===== config.mk =====
export PLATFORM = sky130hd
export DESIGN_NAME = imem_loader
export DESIGN_NICKNAME = d
export VERILOG_FILES = /design/src/rtl/imem_loader.sv
export SDC_FILE = /design/constraint.sdc
export NUM_CORES = 1
export LEC_CHECK = 0
export CORE_MARGIN = 5
export CORE_UTILIZATION = 45
export CTS_BUF_LIST = sky130_fd_sc_hd__clkbuf_2
export DETAILED_ROUTE_END_ITERATION = 16
export PLACE_DENSITY = 0.7
export SKIP_CTS_REPAIR_TIMING = 1
export SLEW_MARGIN = 40
export SYNTH_ARGS = -nofsm -noshare
export SYNTH_HDL_FRONTEND = slang
export SYNTH_SLANG_ARGS = --single-unit

===== constraint.sdc =====
create_clock -name clock -period 5.8 [get_ports clock]
set_input_delay 0.87 -clock clock [delete_from_list [all_inputs] [get_ports clock]]
set_output_delay 0.87 -clock clock [all_outputs]
set_load 0.02 [all_outputs]

===== src/rtl/imem_loader.sv =====
// imem_loader: boot loader streaming a checksummed big-endian image
// into instruction memory, holding the core in reset until it lands.
module imem_loader #(
  parameter logic [31:0] BASE_ADDR = 32'h0000_0000,
  parameter int          MAX_WORDS = 256
) (
  input  logic        clock,
  input  logic        reset,
  input  logic        in_valid,
  input  logic [7:0]  in_data,
  output logic        in_ready,
  output logic        mem_we,
  output logic [31:0] mem_addr,
  output logic [31:0] mem_wdata,
  output logic        core_reset,
  output logic        done,
  output logic        error,
  output logic [15:0] words_loaded
);

  typedef enum logic [2:0] {
    HDR_HI, HDR_LO, LOAD, CHK, DONE, ERR
  } state_t;

  localparam logic [16:0] MAX_W = 17'(MAX_WORDS);

  state_t      state;
  state_t      state_nx;
  logic [15:0] count;
  logic [23:0] word;
  logic [1:0]  byte_idx;
  logic [7:0]  sum;
  logic        accept;
  logic        last_byte;
  logic [15:0] n_hdr;

  assign in_ready   = (state != DONE) && (state != ERR);
  assign accept     = in_valid && in_ready;
  assign last_byte  = (byte_idx == 2'd3);
  assign n_hdr      = {count[15:8], in_data};
  assign done       = (state == DONE);
  assign error      = (state == ERR);
  assign core_reset = (state != DONE);

  always_ff @(posedge clock) begin
    if (reset) state <= HDR_HI;
    else       state <= state_nx;
  end

  always_comb begin
    state_nx = state;
    if (accept) begin
      unique case (state)
        HDR_HI: state_nx = HDR_LO;
        HDR_LO: begin
          if (n_hdr == 16'd0 || {1'b0, n_hdr} > MAX_W)
            state_nx = ERR;
          else
            state_nx = LOAD;
        end
        LOAD: begin
          if (last_byte && (words_loaded + 16'd1 == count))
            state_nx = CHK;
        end
        CHK: begin
          if (8'(sum + in_data) == 8'd0) state_nx = DONE;
          else                           state_nx = ERR;
        end
        default: state_nx = state;
      endcase
    end
  end

  // Write strobe is registered so the next word's bytes keep streaming.
  always_ff @(posedge clock) begin
    if (reset) begin
      count        <= '0;
      word         <= '0;
      byte_idx     <= '0;
      sum          <= '0;
      mem_we       <= 1'b0;
      mem_addr     <= BASE_ADDR;
      mem_wdata    <= '0;
      words_loaded <= '0;
    end else begin
      mem_we <= 1'b0;
      if (accept) begin
        unique case (state)
          HDR_HI: count[15:8] <= in_data;
          HDR_LO: count[7:0]  <= in_data;
          LOAD: begin
            word     <= {word[15:0], in_data};
            sum      <= sum + in_data;
            byte_idx <= byte_idx + 2'd1;
            if (last_byte) begin
              mem_we       <= 1'b1;
              mem_addr     <= BASE_ADDR
                            + {14'd0, words_loaded, 2'b00};
              mem_wdata    <= {word, in_data};
              words_loaded <= words_loaded + 16'd1;
            end
          end
          default: ;
        endcase
      end
    end
  end

endmodule


# Yosys cells after proc, flatten, opt, wreduce, memory -nomap -nowiden

Cells that the tools add are included.

Register bits: 118
Input bits: 11
Output and inout port bits: 85
Word-level logic and storage cells: 45

Add/sub/neg operators: 3
Order comparisons: 1
Eq/ne operators: 10
Muxes and demuxes: 5
Bitwise gates (word level): 2
Reductions and logical operators: 14

Operator list:

| cell                                                                   | count |
|---|---|
| 16-bit by 1-bit adder with 16-bit output (second input constant)       | 1 |
| 16-bit equality test                                                   | 1 |
| 16-bit by 9-bit > comparator with 1-bit output (second input constant) | 1 |
| 16-bit logical NOT                                                     | 1 |
| 3-bit case mux with 4 select lines                                     | 1 |
| 8-bit adder                                                            | 1 |
| 8-bit logical NOT                                                      | 1 |
| 3-bit by 2-bit equality test with 1-bit output (second input constant) | 2 |
| 3-bit equality test (second input constant)                            | 2 |
| 3-bit 2-to-1 mux                                                       | 2 |
| 3-bit != test (second input constant)                                  | 2 |
| 2-bit AND reduction                                                    | 3 |
| 3-bit AND reduction                                                    | 2 |
| 4-bit nonzero test                                                     | 1 |
| 3-bit by 1-bit equality test with 1-bit output (second input constant) | 1 |
| 1-bit logical AND                                                      | 3 |
| 3-bit logical NOT                                                      | 1 |
| 3-bit OR reduction                                                     | 1 |
| 2-bit by 1-bit adder with 2-bit output (second input constant)         | 1 |
| 2-bit equality test (second input constant)                            | 1 |
| 1-bit 2-to-1 mux                                                       | 2 |
| 2-bit != test (second input constant)                                  | 1 |
| 1-bit NOT                                                              | 2 |
| 1-bit logical OR                                                       | 1 |

# Depth between registers and ports, before layout

Gate-level depths: netlist of run 1.

Depth in word-level cells: 5
Mapped depth: 9
Gate-level depth less buffers: 8

# Worst setup path after synthesis of run 1

Ideal clock, no wire load.

Path type: input -> register
From: input in_data[0]
To: register state[0]
Setup time: 0.132 ns
Data arrival time: 2.823 ns
Required time: 5.668 ns
Path slack: 2.845 ns
Cell stages on the path: 6
Buffers on the path: 0
Path through: ha_1 > fa_1 > or4_1 > or4b_1 > o311ai_2 > o211ai_2

Longest elaborated chain between the ends: 4
Elaborated cells between the ends (all ways): 8
Those cells by class: add/sub (1); order compare (1); mux (3); reduce/logical (3)

RTL lines:

| what                                                         | line   | text |
|---|---|---|
| from (decl)                                                  | 10     | `input logic [7:0] in_data,` |
| 8-bit adder, or another cell as far along                    | 66     | `if (8'(sum + in_data) == 8'd0) state_nx = DONE;` |
| 8-bit logical NOT / 1-bit logical OR (equally long branches) | 66, 56 |  |
| 1-bit 2-to-1 mux / 3-bit 2-to-1 mux (equally long branches)  | 66, 56 |  |
| 3-bit case mux with 4 select lines (*)                       | 53     | `unique case (state)` |
| to (signal assigned)                                         | 47     | `else state <= state_nx;` |
| to (decl)                                                    | 27     | `state_t state;` |

Mark *: on every way between the ends. The rest lies on a longest branch, timed or not.
A chain may end at the register's enable or synchronous reset.

# Worst setup path after layout of run 1

From: register state[1]
To: output core_reset

Longest elaborated chain between the ends: 1

RTL lines:

| what          | line | text |
|---|---|---|
| 3-bit != test | 43   | `assign core_reset = (state != DONE);` |
| to (decl)     | 15   | `output logic core_reset,` |

Every way passes these cells.

==> run metrics, run 1 <==
fin cells=881; post-synthesis async set-or-reset flop share=0%; HP Class=reg -> reg; Mapped Area=0.005240 mm2; Yosys reg bits=118; H-Tree Depth=4; sequential standard cell area=0.002362 mm2; Ys Warns=0; DR iter-0 viols=377; count of cell types in the netlist=49; Fillers=1115; CTS max path bufs=2; layout cells sized above 1=5.962%; TritonRoute pass-1 iters=4; antenna violations before repair=0; Commonest cells post-synth=210 x nand2_1, 118 x dfxtp_1, 103 x a21oi_1; crit end category=primary output; die width=117.9 um; RSZ-0062 raised after global routing=no; placed insts=849; Seq/Total Area, Yosys=45.08%; vias post-DR=4591; crit path DAT=2.12 ns; Area after DPL=0.005988 mm2; gpl congestion=0.8707; syn avg cell area=7.809 um2; grt ovf=0; reg-to-reg slack, setup=3.30 ns; end of the worst register-to-register path=words_loaded[9]; cell with the most instances after synthesis=nand2_1; Critical Path Source=state[1]; vias in the first global route=4381; residual DRC count=0; post-synth top area share=45.08%; n_diodes=0; Num CTS Buffers=17; period utilisation layout=51.53%; Worst Skew=0.02914 ns; Detail Route Antenna Nets=0; fin crit period=2.989 ns; Pwr Density=257.2 mW/mm2; area leader, netlist=dfxtp_1; largest net degree at the start of global routing=68; hold slack=0.4654 ns; Synth area leaders=dfxtp_1 45%, nand2_1 15%, a21oi_1 9.8%; final setup margin=2.811 ns; WL/cell=14.18 um; first-pass GRT wire length=21.25 mm; GRT Total Usage=18.11%; DIE AREA=0.01390 mm2; Core Area=0.01142 mm2; Worst Max-Slew Pin Slew=0.6819 ns; Lkg Pwr=2.139 nW; crit path to=core_reset; peak supply drop=0.1428 mV; CTS root buf=clkbuf_2; design area=0.006202 mm2; DR vias/cell=5.211; pre-CTS WS=2.183 ns; final-report max-slew violation count=0; Clock transition at path regs=0.18 ns; Crit Path Max Fanout=10; CP startpoint kind=register; R2R cell count=7; clock sink total=118; WP data required=4.93 ns; worst skew pair latency=0.64 ns; Core Rows=39; DRT Wirelength=12.49 mm; Mapped Cells=671; Peak Freq=334.6 MHz; Die Height=117.9 um; total I/O pin count=96; status=finished, final reports clean; Multi-input gate area=0.002629 mm2; Post-synth EDFFs=0; r2r startpoint=state[1]; Layout area overhead=18.36%; Setup TNS=0 ns; final hold violation count=0; fin nets=746; Max-cap violations=0; Initial Utilization=45.89%; post-DP HPWL=8.425 mm; CTS tree=done; Rel. slew slack=54.54%; most used flip-flop cell after synthesis=dfxtp_1; kind of critical path=reg -> out; setup violators final=0; Port Buffer Count=79
[registers in the layout, indices dropped and copies added, names as in the netlist]
register	cells
sum	8
mem_wdata	32
byte_idx	2
mem_addr	16
word	24
words_loaded	16
count	16
mem_we	1
state	3
[worst min path at each step]
stage | startpoint | to | cells after the start
2_1_floorplan | word[16] | mem_wdata[24] | 2
3_3_place_gp | mem_addr[9] | mem_addr[9] | 2
3_5_place_dp | mem_wdata[20] | mem_wdata[20] | 2
4_1_cts | word[20] | mem_wdata[28] | 2
5_1_grt | mem_wdata[29] | mem_wdata[29] | 2
6_report | mem_addr[8] | mem_addr[8] | 2
[where the power goes]
part	internal [mW]	switching (mW)	total (mW)
sequential	0.840	0.0334	0.873
combinational	0.0854	0.139	0.224
clock	0.198	0.300	0.498
total	1.12	0.472	1.60
[worst max-delay path, cell delays in order, from the launching register on]
cell	delay, ns
dfxtp_1	0.55
nand2b_1	0.20
nand2b_1	0.13
clkdlybuf4s50_1	0.61
[metrics by stage]
stage                     util, %  power [mW]
after floorplan                 -       1.065
after global placement      52.30       1.106
after detailed placement    52.44       1.114
after CTS                   54.32       1.607
after global routing        54.32       1.683
final                       54.32       1.595
[layer usage]
metal,vias to the layer above,track usage [%],part of all wire [%],wire length (um)
met5,-,0,0,0
met4,0,5.233,1.1,132
met3,13,6.343,6.1,759
met2,117,28.89,47,5898
met1,2156,23.15,46,5703
li1,2305,-,-,-
[layout make-up]
type / instances / area share (%)
multi-input combinational: 503 / 42.38
tap: 143 / 2.885
clock buffer: 21 / 1.695
timing repair buffer: 81 / 12.95
sequential: 118 / 38.09
inverter: 4 / 0.2421
clock inverter: 11 / 1.755
[kinds of logic after synthesis]
logic type	after synthesis	synth area share [%]
mux	1	0.1910
simple gates	308	25.48
compound gates	125	13.25
flops	118	45.08
fa+ha+maj	10	2.531
other cells	1	0.07156
xor+xnor	43	7.187
buf+inv	65	6.208
[cells in the final DEF (no fill, tap or decap), drive strengths merged, types with 5 or more instances in the layout]
master,count
nand3,8
nand2b,6
and3,5
clkdlybuf4s50,78
nor2,36
conb,16
or4,5
nand2,210
clkbuf,21
nor3,6
ha,9
nand4,8
clkinv,7
xor2,18
dfxtp,118
nor4,5
xnor2,25
o21ai,6
a21oi,103
Power figures use the tool's default switching activity.
==> run 2: changes to the inputs <==
- PLACE_DENSITY: 0.7 -> 0.73
- clock period: 5.8 -> 2.39 ns (I/O delays scaled with it)
==> run 2 against run 1 <==
  * Total power increased to 2.6 times the previous value
  * The run now ends with negative setup slack left
  * Combinational power increased to 2.8 times the previous value
  * Via count increased by 4.0%
  * Clock power increased to 2.8 times the previous value
  * Critical endpoint is now state[0]
  * Worst setup slack got worse by 2.8 ns
  * Die area unchanged
  * Critical path depth increased by 3
  * Sequential share of layout area decreased by 2.1 points
  * Flip-flop and latch count unchanged
  * Final cell count increased by 4.5%
  * First-iteration DRC count increased by 5.3%
==> run metrics, run 2 (synthesis gave the netlist of run 1 again) <==
post-DP HPWL=9.275 mm; Max-cap violations=0; GRT Total Usage=18.66%; DR vias/cell=5.185; largest net degree at the start of global routing=71; DR iter-0 viols=397; Initial Utilization=45.89%; clock sink total=118; gpl congestion=0.8818; fin cells=921; register share of total power=51.4%; Reg with most FFs=mem_wdata; Rel. slew slack=52.84%; CTS tree=done; worst skew pair latency=0.66 ns; total I/O pin count=96; Lkg Pwr=2.365 nW; Crit Path Max Fanout=2; final hold violation count=0; Num CTS Buffers=17; Setup TNS=-0.03540 ns; DIE AREA=0.01390 mm2; failing checks=negative setup slack; Worst Max-Slew Pin Slew=0.7074 ns; placed insts=889; vias in the first global route=4545; peak supply drop=0.4631 mV; max FFs per register=32; status=finished, violations left; layout cells sized above 1=11.07%; H-Tree Depth=4; crit end category=register; Layout area overhead=25.53%; clock share of power=33.5%; die width=117.9 um; antenna violations before repair=1; Fillers=1075; fin nets=787; Core Rows=39; CP startpoint kind=register; commonest non-fill, non-tap cell in the layout=nand2_1; CTS root buf=clkbuf_2; Core Area=0.01142 mm2; Power Internal=2.981 mW; setup violators final=1; Detail Route Antenna Nets=0; Logic pwr share=15.1%; final setup margin=-0.03540 ns; WL/cell=14.19 um; DRT Wirelength=13.07 mm; TritonRoute pass-1 iters=5; Pwr Density=629.0 mW/mm2; WP data required=2.94 ns; net switching power=1.157 mW; HP Class=in -> reg; crit path DAT=2.97 ns; RSZ-0062 raised after global routing=yes; final-report max-slew violation count=0; Worst Skew=0.02862 ns; first-pass GRT wire length=21.66 mm; grt ovf=0; vias post-DR=4775; commonest non-fill, non-tap cells in the layout=209 x nand2_1, 114 x dfxtp_1, 103 x a21oi_1, 75 x clkdlybuf4s50_1, 44 x buf_4; sw frac=27.96%; period utilisation layout=101.5%; Largest regs=mem_wdata (32), word (24); Peak Freq=412.3 MHz; Port Buffer Count=79; kind of critical path=reg -> reg; CTS max path bufs=2; Clock transition at path regs=0.17 ns; residual DRC count=0; fin crit period=2.425 ns; Die Height=117.9 um
[run 2: cell types whose count changed in the layout (fill, tap and decap cells not counted), sizes merged]
cell	change
buf	+41
clkdlybuf4s50	-3
clkinv	-3
dlymetal6s2s	+3
bufinv	+2
clkbuf	-2
clkinvlp	+1
diode	+1
[run 2: worst paths after layout]
kind / cells past startpoint / from / endpoint / slack, ns
max: 6 / sum[0] / state[0] / -0.04
min: 4 / reset / state[0] / 0.09
max reg2reg: 6 / sum[0] / state[0] / -0.04
min reg2reg: 2 / mem_addr[15] / mem_addr[15] / 0.46
[run 2: per-stage QoR]
step	hold WS [ns]	area, um2	power [mW]	setup WS [ns]	util (%)
global route	0.04141	6578	4.362	-0.1314	57.60
detailed placement	0.4451	6287	2.769	-0.6055	55.06
floorplan	0.4321	5311	2.584	0.03698	-
CTS	0.02635	6541	4.147	-0.1167	57.29
global placement	0.4406	6287	2.749	-0.5626	55.06
finish	0.09491	6578	4.137	-0.03540	57.60
[run 2: critical path, cell delays in order, from the launching register on]
cell	delay, ns
dfxtp_2	0.38
ha_4	0.13
fa_2	0.43
or4_1	0.48
or4b_4	0.56
o311ai_4	0.23
o211ai_2	0.11
[run 2: power by group through the flow]
stage	Clock (mW)	Combinational [mW]	Sequential, mW
after global routing	1.53	0.688	2.14
after floorplan	0	0.465	2.12
final	1.39	0.624	2.13
after CTS	1.42	0.610	2.12
after global placement	0	0.593	2.16
after detailed placement	0	0.607	2.16
[run 2: area by class of cell]
cell class / instances / area (um2) / area share, %
timing repair buffer: 122 / 1119 / 17.01
inverter: 4 / 15.01 / 0.2283
antenna: 1 / 2.502 / 0.03804
clock inverter: 11 / 158.9 / 2.416
multi-input combinational: 503 / 2641 / 40.16
sequential: 118 / 2367 / 35.99
clock buffer: 19 / 95.09 / 1.446
tap: 143 / 178.9 / 2.720
[run 2: layer usage]
metal	up-vias	wire, um	GRT usage (%)
met5	-	0	0
met4	0	217	6.667
met3	19	727	5.526
met2	134	6293	30.30
met1	2240	5831	23.50
li1	2382	-	-
